**config.mk**
```make
export PLATFORM = sky130hd
export DESIGN_NAME = egress_header_rewrite
export DESIGN_NICKNAME = d
export VERILOG_FILES = /design/src/rtl/egress_header_rewrite_pkg.sv /design/src/rtl/fallthrough_small_fifo.sv /design/src/rtl/egress_header_rewrite.sv
export SDC_FILE = /design/constraint.sdc
export NUM_CORES = 1
export LEC_CHECK = 0
export ABC_AREA = 1
export CELL_PAD_IN_SITES_DETAIL_PLACEMENT = 0
export CELL_PAD_IN_SITES_GLOBAL_PLACEMENT = 1
export CORE_AREA = 8 8 496 498
export CTS_BUF_LIST = sky130_fd_sc_hd__clkbuf_8 sky130_fd_sc_hd__clkbuf_16
export CTS_CLUSTER_DIAMETER = 120
export DETAILED_ROUTE_END_ITERATION = 12
export DIE_AREA = 0 0 504 506
export DONT_BUFFER_PORTS = 1
export GPL_TIMING_DRIVEN = 0
export MAX_ROUTING_LAYER = met4
export PLACE_DENSITY = 0.3
export SLEW_MARGIN = 20
export SYNTH_ARGS = -nofsm -noshare
export SYNTH_HDL_FRONTEND = slang
export SYNTH_SLANG_ARGS = --single-unit
```
**constraint.sdc**
```tcl
create_clock -name AXI_ACLK -period 93.5 [get_ports AXI_ACLK]
set_clock_uncertainty 0.2 [all_clocks]
set_input_delay 4.675 -clock AXI_ACLK [delete_from_list [all_inputs] [get_ports AXI_ACLK]]
set_output_delay 4.675 -clock AXI_ACLK [all_outputs]
set_load 0.005 [all_outputs]
```
**src/rtl/egress_header_rewrite_pkg.sv**
```systemverilog
// Shared definitions for the egress header rewrite block: beat-0 field offsets,
// metadata record layout, FSM states and the incremental checksum helper.
package egress_header_rewrite_pkg;

    // Beat-0 field MSBs (byte n lives at TDATA[255-8n -: 8])
    localparam int unsigned DST_MAC_HI = 255;
    localparam int unsigned SRC_MAC_HI = 207;
    localparam int unsigned TTL_HI     = 79;
    localparam int unsigned CKSUM_HI   = 63;

    // One-hot port byte: MAC ports sit on even bits, CPU ports on odd bits
    localparam int unsigned MAC0_BIT = 0;
    localparam int unsigned MAC1_BIT = 2;
    localparam int unsigned MAC2_BIT = 4;
    localparam int unsigned MAC3_BIT = 6;

    typedef enum logic [1:0] {
        ST_IDLE,
        ST_PASS,
        ST_DROP
    } state_t;

    typedef struct packed {
        logic [47:0] dst_mac;
        logic [7:0]  dst_port;
        logic        drop;
    } meta_t;

    localparam int unsigned META_WIDTH = $bits(meta_t);

    // RFC1624 update for a TTL decrement: the TTL/proto word drops by 0x0100,
    // so ~m + m' folds into the constant 0xFEFF.
    function automatic logic [15:0] cksum_ttl_dec(input logic [15:0] hc);
        logic [16:0] s;
        logic [15:0] f;
        s = {1'b0, ~hc} + 17'h0FEFF;
        f = s[15:0] + {15'd0, s[16]};
        return ~f;
    endfunction

endpackage

```
**src/rtl/fallthrough_small_fifo.sv**
```systemverilog
// Small first-word-fall-through FIFO: the head entry is presented on dout
// whenever the FIFO is not empty; rd_en pops it.
module fallthrough_small_fifo #(
    parameter int WIDTH          = 72,
    parameter int MAX_DEPTH_BITS = 3
)(
    input  logic [WIDTH-1:0] din,
    input  logic             wr_en,
    input  logic             rd_en,
    output logic [WIDTH-1:0] dout,
    output logic             full,
    output logic             nearly_full,
    output logic             empty,
    input  logic             reset,
    input  logic             clk
);

    localparam int unsigned DEPTH = 2 ** MAX_DEPTH_BITS;
    localparam logic [MAX_DEPTH_BITS:0]   CNT_ONE  = (MAX_DEPTH_BITS + 1)'(1);
    localparam logic [MAX_DEPTH_BITS:0]   CNT_FULL = (MAX_DEPTH_BITS + 1)'(DEPTH);
    localparam logic [MAX_DEPTH_BITS:0]   CNT_NEAR = (MAX_DEPTH_BITS + 1)'(DEPTH - 1);
    localparam logic [MAX_DEPTH_BITS-1:0] PTR_ONE  = MAX_DEPTH_BITS'(1);

    logic [WIDTH-1:0]          mem [DEPTH];
    logic [MAX_DEPTH_BITS-1:0] wr_ptr;
    logic [MAX_DEPTH_BITS-1:0] rd_ptr;
    logic [MAX_DEPTH_BITS:0]   depth;
    logic                      do_wr;
    logic                      do_rd;

    assign do_wr       = wr_en && !full;
    assign do_rd       = rd_en && !empty;
    assign full        = (depth == CNT_FULL);
    assign nearly_full = (depth >= CNT_NEAR);
    assign empty       = (depth == '0);
    assign dout        = mem[rd_ptr];

    always_ff @(posedge clk) begin
        if (do_wr) begin
            mem[wr_ptr] <= din;
        end
    end

    always_ff @(posedge clk) begin
        if (reset) begin
            wr_ptr <= '0;
            rd_ptr <= '0;
            depth  <= '0;
        end else begin
            if (do_wr) begin
                wr_ptr <= wr_ptr + PTR_ONE;
            end
            if (do_rd) begin
                rd_ptr <= rd_ptr + PTR_ONE;
            end
            case ({do_wr, do_rd})
                2'b10:   depth <= depth + CNT_ONE;
                2'b01:   depth <= depth - CNT_ONE;
                default: depth <= depth;
            endcase
        end
    end

endmodule

```
**src/rtl/egress_header_rewrite.sv**
```systemverilog
// Egress IPv4 header rewrite: next-hop/source MAC substitution, TTL decrement
// with incremental checksum, TUSER port stamping and drop handling.
module egress_header_rewrite
    import egress_header_rewrite_pkg::*;
#(
    parameter int C_S_AXI_DATA_WIDTH   = 32,
    parameter int C_M_AXIS_DATA_WIDTH  = 256,
    parameter int C_M_AXIS_TUSER_WIDTH = 128,
    parameter int DST_PORT_POS         = 24,
    parameter int META_DEPTH_BITS      = 2
)(
    input  logic                              AXI_ACLK,
    input  logic                              AXI_RESET,

    input  logic [C_M_AXIS_DATA_WIDTH-1:0]    S_AXIS_TDATA,
    input  logic [C_M_AXIS_DATA_WIDTH/8-1:0]  S_AXIS_TSTRB,
    input  logic [C_M_AXIS_TUSER_WIDTH-1:0]   S_AXIS_TUSER,
    input  logic                              S_AXIS_TVALID,
    output logic                              S_AXIS_TREADY,
    input  logic                              S_AXIS_TLAST,

    output logic [C_M_AXIS_DATA_WIDTH-1:0]    M_AXIS_TDATA,
    output logic [C_M_AXIS_DATA_WIDTH/8-1:0]  M_AXIS_TSTRB,
    output logic [C_M_AXIS_TUSER_WIDTH-1:0]   M_AXIS_TUSER,
    output logic                              M_AXIS_TVALID,
    input  logic                              M_AXIS_TREADY,
    output logic                              M_AXIS_TLAST,

    input  logic                              meta_valid,
    output logic                              meta_ready,
    input  logic [47:0]                       meta_dst_mac,
    input  logic [7:0]                        meta_dst_port,
    input  logic                              meta_drop,

    input  logic [C_S_AXI_DATA_WIDTH-1:0]     mac0_low,
    input  logic [C_S_AXI_DATA_WIDTH-1:0]     mac0_high,
    input  logic [C_S_AXI_DATA_WIDTH-1:0]     mac1_low,
    input  logic [C_S_AXI_DATA_WIDTH-1:0]     mac1_high,
    input  logic [C_S_AXI_DATA_WIDTH-1:0]     mac2_low,
    input  logic [C_S_AXI_DATA_WIDTH-1:0]     mac2_high,
    input  logic [C_S_AXI_DATA_WIDTH-1:0]     mac3_low,
    input  logic [C_S_AXI_DATA_WIDTH-1:0]     mac3_high,

    input  logic [C_S_AXI_DATA_WIDTH-1:0]     reset,
    output logic [C_S_AXI_DATA_WIDTH-1:0]     tx_count,
    output logic [C_S_AXI_DATA_WIDTH-1:0]     ttl_drop_count,
    output logic [C_S_AXI_DATA_WIDTH-1:0]     meta_drop_count
);

    localparam logic [C_S_AXI_DATA_WIDTH-1:0] CNT_ONE = C_S_AXI_DATA_WIDTH'(1);

    meta_t                            meta_in;
    meta_t                            meta_head;
    logic                             meta_empty;
    logic                             meta_nearly_full;
    logic                             meta_full_unused;
    logic                             meta_push;
    logic                             meta_pop;

    state_t                           state;
    state_t                           state_nxt;
    logic                             out_load;
    logic                             emit;
    logic                             use_rewrite;
    logic                             inc_tx;
    logic                             inc_ttl_drop;
    logic                             inc_meta_drop;

    logic [7:0]                       ttl_in;
    logic [47:0]                      src_mac;
    logic                             src_hit;
    logic [C_M_AXIS_DATA_WIDTH-1:0]   rw_data;
    logic [C_M_AXIS_TUSER_WIDTH-1:0]  rw_user;
    logic                             unused_mac_high;

    assign unused_mac_high = &{1'b0, mac0_high[C_S_AXI_DATA_WIDTH-1:16], mac1_high[C_S_AXI_DATA_WIDTH-1:16],
                               mac2_high[C_S_AXI_DATA_WIDTH-1:16], mac3_high[C_S_AXI_DATA_WIDTH-1:16]};

    assign meta_in    = '{dst_mac: meta_dst_mac, dst_port: meta_dst_port, drop: meta_drop};
    assign meta_ready = !meta_nearly_full;
    assign meta_push  = meta_valid && !meta_nearly_full;

    fallthrough_small_fifo #(
        .WIDTH          (META_WIDTH),
        .MAX_DEPTH_BITS (META_DEPTH_BITS)
    ) meta_fifo (
        .din         (meta_in),
        .wr_en       (meta_push),
        .rd_en       (meta_pop),
        .dout        (meta_head),
        .full        (meta_full_unused),
        .nearly_full (meta_nearly_full),
        .empty       (meta_empty),
        .reset       (AXI_RESET),
        .clk         (AXI_ACLK)
    );

    assign out_load = !M_AXIS_TVALID || M_AXIS_TREADY;
    assign ttl_in   = S_AXIS_TDATA[TTL_HI -: 8];

    // Lowest set MAC-port bit selects the source MAC; CPU-only ports leave it alone
    always_comb begin
        src_hit = 1'b1;
        src_mac = '0;
        if (meta_head.dst_port[MAC0_BIT]) begin
            src_mac = {mac0_high[15:0], mac0_low};
        end else if (meta_head.dst_port[MAC1_BIT]) begin
            src_mac = {mac1_high[15:0], mac1_low};
        end else if (meta_head.dst_port[MAC2_BIT]) begin
            src_mac = {mac2_high[15:0], mac2_low};
        end else if (meta_head.dst_port[MAC3_BIT]) begin
            src_mac = {mac3_high[15:0], mac3_low};
        end else begin
            src_hit = 1'b0;
        end
    end

    always_comb begin
        rw_data = S_AXIS_TDATA;
        rw_data[DST_MAC_HI -: 48] = meta_head.dst_mac;
        if (src_hit) begin
            rw_data[SRC_MAC_HI -: 48] = src_mac;
        end
        rw_data[TTL_HI -: 8]    = ttl_in - 8'd1;
        rw_data[CKSUM_HI -: 16] = cksum_ttl_dec(S_AXIS_TDATA[CKSUM_HI -: 16]);
        rw_user = S_AXIS_TUSER;
        rw_user[DST_PORT_POS +: 8] = meta_head.dst_port;
    end

    always_ff @(posedge AXI_ACLK) begin
        if (AXI_RESET) begin
            state <= ST_IDLE;
        end else begin
            state <= state_nxt;
        end
    end

    always_comb begin
        state_nxt     = state;
        S_AXIS_TREADY = 1'b0;
        emit          = 1'b0;
        use_rewrite   = 1'b0;
        meta_pop      = 1'b0;
        inc_tx        = 1'b0;
        inc_ttl_drop  = 1'b0;
        inc_meta_drop = 1'b0;
        case (state)
            ST_IDLE: begin
                S_AXIS_TREADY = !meta_empty && out_load;
                if (S_AXIS_TVALID && S_AXIS_TREADY) begin
                    meta_pop = 1'b1;
                    if (meta_head.drop) begin
                        inc_meta_drop = 1'b1;
                        if (!S_AXIS_TLAST) state_nxt = ST_DROP;
                    end else if (ttl_in <= 8'd1) begin
                        inc_ttl_drop = 1'b1;
                        if (!S_AXIS_TLAST) state_nxt = ST_DROP;
                    end else begin
                        emit        = 1'b1;
                        use_rewrite = 1'b1;
                        inc_tx      = 1'b1;
                        if (!S_AXIS_TLAST) state_nxt = ST_PASS;
                    end
                end
            end
            ST_PASS: begin
                S_AXIS_TREADY = out_load;
                if (S_AXIS_TVALID && S_AXIS_TREADY) begin
                    emit = 1'b1;
                    if (S_AXIS_TLAST) state_nxt = ST_IDLE;
                end
            end
            ST_DROP: begin
                S_AXIS_TREADY = 1'b1;
                if (S_AXIS_TVALID && S_AXIS_TLAST) state_nxt = ST_IDLE;
            end
            default: state_nxt = ST_IDLE;
        endcase
    end

    always_ff @(posedge AXI_ACLK) begin
        if (AXI_RESET) begin
            M_AXIS_TVALID <= 1'b0;
        end else if (out_load) begin
            M_AXIS_TVALID <= emit;
        end
    end

    always_ff @(posedge AXI_ACLK) begin
        if (out_load && emit) begin
            M_AXIS_TDATA <= use_rewrite ? rw_data : S_AXIS_TDATA;
            M_AXIS_TUSER <= use_rewrite ? rw_user : S_AXIS_TUSER;
            M_AXIS_TSTRB <= S_AXIS_TSTRB;
            M_AXIS_TLAST <= S_AXIS_TLAST;
        end
    end

    always_ff @(posedge AXI_ACLK) begin
        if (AXI_RESET || reset == CNT_ONE) begin
            tx_count        <= '0;
            ttl_drop_count  <= '0;
            meta_drop_count <= '0;
        end else begin
            if (inc_tx)        tx_count        <= tx_count + CNT_ONE;
            if (inc_ttl_drop)  ttl_drop_count  <= ttl_drop_count + CNT_ONE;
            if (inc_meta_drop) meta_drop_count <= meta_drop_count + CNT_ONE;
        end
    end

endmodule

```
==> results.md <==
* Syn. warnings at 0
* Post_cts resized at 0
* Power Dens Cells at between 20 and 30 nW/µm²
* Max Clk Rate at between 90 and 100 MHz
* Slew @ Worst Pin at 0.921 ns
* Post-Route WL at ~170000 µm
* First-pass GRT wire length at roughly 220000 µm
* Placed cell areas at roughly 36000 µm²
* Final setup TNS at 0 ns
* Rows at 180
* Root Driver: clkbuf_16
* Clock Path Buffers at 3
* Syn nets at roughly 3500
* Final Hold Viols at 0
* Async set or reset register ratio after synthesis at 0
* Clk Latency, worst-skew pair at about 0.74 ns
* Hpwl dp at between 100000 and 150000 µm
* Routability Congestion at between 0.7 and 0.8
* I/O Buffers at 0
* Clock sink count at about 750
* GRT Residual Overflow at 0
* WP data arrival at approximately 5.3 ns
* Post-synth top flop: edfxtp_1
* Worst slew margin relative to its limit at 0.386
* Final setup fails at 0
* Post-synth EDFFs at approximately 650
* Die ar. at approximately 260000 µm²
* Die Span X at 504 µm
* Leakage at between 10 and 15 nW
* Worst Setup Start Kind: input port
* Outcome: complete, no violations
* Num CTS Buffers at slightly below 100
* Hold buffer count at CTS at 0
* Initial antenna violation count at 73
* Max-Cap Viols at 0
* Most common cell in the netlist: edfxtp_1
* Hold depth at 1
* Top post-synthesis cells by count: edfxtp_1 (645), nand2_1 (490), nor2_1 (474)
* Post-Synthesis Cells at 2753
* CTS tree: yes
* Design area at 39800 µm²
* Clock transition at path regs at about 0.05 ns
* #FFs+latches synth at 753
* Worst reg2reg path depth at 22
* RSZ-0062 raised after global routing: no
* Crit path kind: in -> out
* Fill count at about 27000
* Pin count of the biggest net entering global routing at 20
* Crit-path max FO at 3
* Number of global-route vias before repair at between 20000 and 25000
* Core area at approximately 240000 µm²
* Nets at between 3000 and 4000
* Area Growth Syn to Fin at 26.1%
* Antenna-violating nets left at 0
* DR vias at 21671
* Max VDD drop at around 0.000017 V
* Fin crit period at slightly above 10 ns
* Initial core utilization at 0.132
* HP Class: reg -> reg
* H-tree depth at 3
* Global Route Usage Sum at 0.130
* Initial DRT Pass Iterations at 5
* Fin crit share at 0.108
* Flop-to-flop setup slack at 88.17 ns
* Share of layout cells above drive strength 1 at 0.129
* Yosys cell types at 50
* Die Height at 506 µm
* WL/cell at about 27 µm
* Sequential fraction of the synthesis area at 0.682
* I/O pin cnt at between 1000 and 1500
* # DRC at 0
* Synth top area share at 0.614
* DRT iter0 DRCs at approximately 1300
* Post-CTS Setup Bufs at 0
* Yosys top cell by area: edfxtp_1
* Worst path required time at 88.62 ns
* Via density at 3.50
* Synthesized cell area at 31600 µm²
* Syn Area/Cell at 11.5 µm²
* Final Max Slew Viols at 0
* Crit end category: output pin
* Area contributors post-synth: edfxtp_1 (61%), dfxtp_1 (6.9%), nand2_1 (5.8%)
worst max-delay path: stages:
cell      delay [ns]
nor2_1          0.17
inv_2           0.09
o211ai_1        0.08
o21ai_0         0.25
flip-flops by register name, summed over array words and instances (netlist names), named ones only:
signal            cells
M_AXIS_TVALID         1
meta_fifo.mem       228
ttl_drop_count       32
tx_count             32
state                 2
M_AXIS_TLAST          1
meta_drop_count      32
meta_fifo.rd_ptr      2
M_AXIS_TUSER        128
meta_fifo.wr_ptr      2
M_AXIS_TDATA        256
meta_fifo.depth       3
M_AXIS_TSTRB         32
cell type report:
class | instances | area [µm²] | share of cell area
Clock inverter | 80 | 778 | 0.0196
Multi-Input combinational cell | 1751 | 8970 | 0.226
Buffer | 122 | 626 | 0.0157
Antenna cell | 21 | 52.6 | 0.00132
Tap cell | 3185 | 3990 | 0.100
Timing Repair Buffer | 49 | 764 | 0.0192
Clock buffer | 107 | 2600 | 0.0653
Inverter | 127 | 479 | 0.0120
Sequential cell | 753 | 21500 | 0.541
report_power, final:
| part | switching [W] | total (W) | internal [W] |
|---|---|---|---|
| Sequential | 0.0000453 | 0.000496 | 0.000451 |
| Combinational | 0.000207 | 0.000287 | 0.0000798 |
| Clock | 0.000167 | 0.000395 | 0.000228 |
| Total | 0.000420 | 0.00118 | 0.000758 |
per-stage QoR:
step	instances	setup slack [ns]	power [W]	hold slack (ns)	util
floorplan	2753	56.39	0.000718	0.253	-
global placement	5938	33.74	0.000932	0.283	0.149
detailed placement	5987	83.08	0.000808	0.281	0.152
CTS	6174	83.28	0.00122	0.300	0.166
global route	6192	83.25	0.00125	0.329	0.167
finish	6195	83.36	0.00118	0.291	0.167
placed cells by master (no fill, tap or decap), drive strengths merged, types with 2 or more instances in the layout:
cell      instances
clkbuf          158
a31o             49
diode            21
nor4              5
a21oi            99
edfxtp          645
ha               13
bufinv            9
o211ai            2
nand3b            4
inv             151
o21a              2
clkinvlp          4
xor2             41
a31oi           101
and3              2
nor3             62
buf             120
nor2            479
xnor2            26
nand4            30
clkinv           43
dfxtp           108
nand3           133
a211oi            2
nand2           494
o21ai           199
layer usage:
layer	global-route usage	wire, µm	up-vias	part of all wire
met3	0.0556	16300	228	0.096
met4	0.0356	4290	0	0.025
met2	0.238	90000	1032	0.53
met1	0.126	58500	10350	0.35
met5	-	0	-	0
li1	-	-	10061	-
worst paths after layout:
check	from	endpoint
setup / recovery	M_AXIS_TREADY	S_AXIS_TREADY
hold / removal	meta_fifo.rd_ptr[1]	flip-flop
setup reg to reg	flip-flop	M_AXIS_TUSER[124]
hold reg to reg	meta_fifo.rd_ptr[1]	flip-flop
logic make-up (layout without fill, tap and decap cells):
| group | after synthesis | after routing | synth area share |
|---|---|---|---|
| other cells | 0 | 21 | 0 |
| flops | 753 | 753 | 0.682 |
| fa+ha+maj | 14 | 14 | 0.00579 |
| simple gates | 1213 | 1213 | 0.159 |
| compound gates | 457 | 457 | 0.0993 |
| buf+inv | 249 | 485 | 0.0349 |
| xor+xnor | 67 | 67 | 0.0186 |
(Power assumes the default switching activity.)
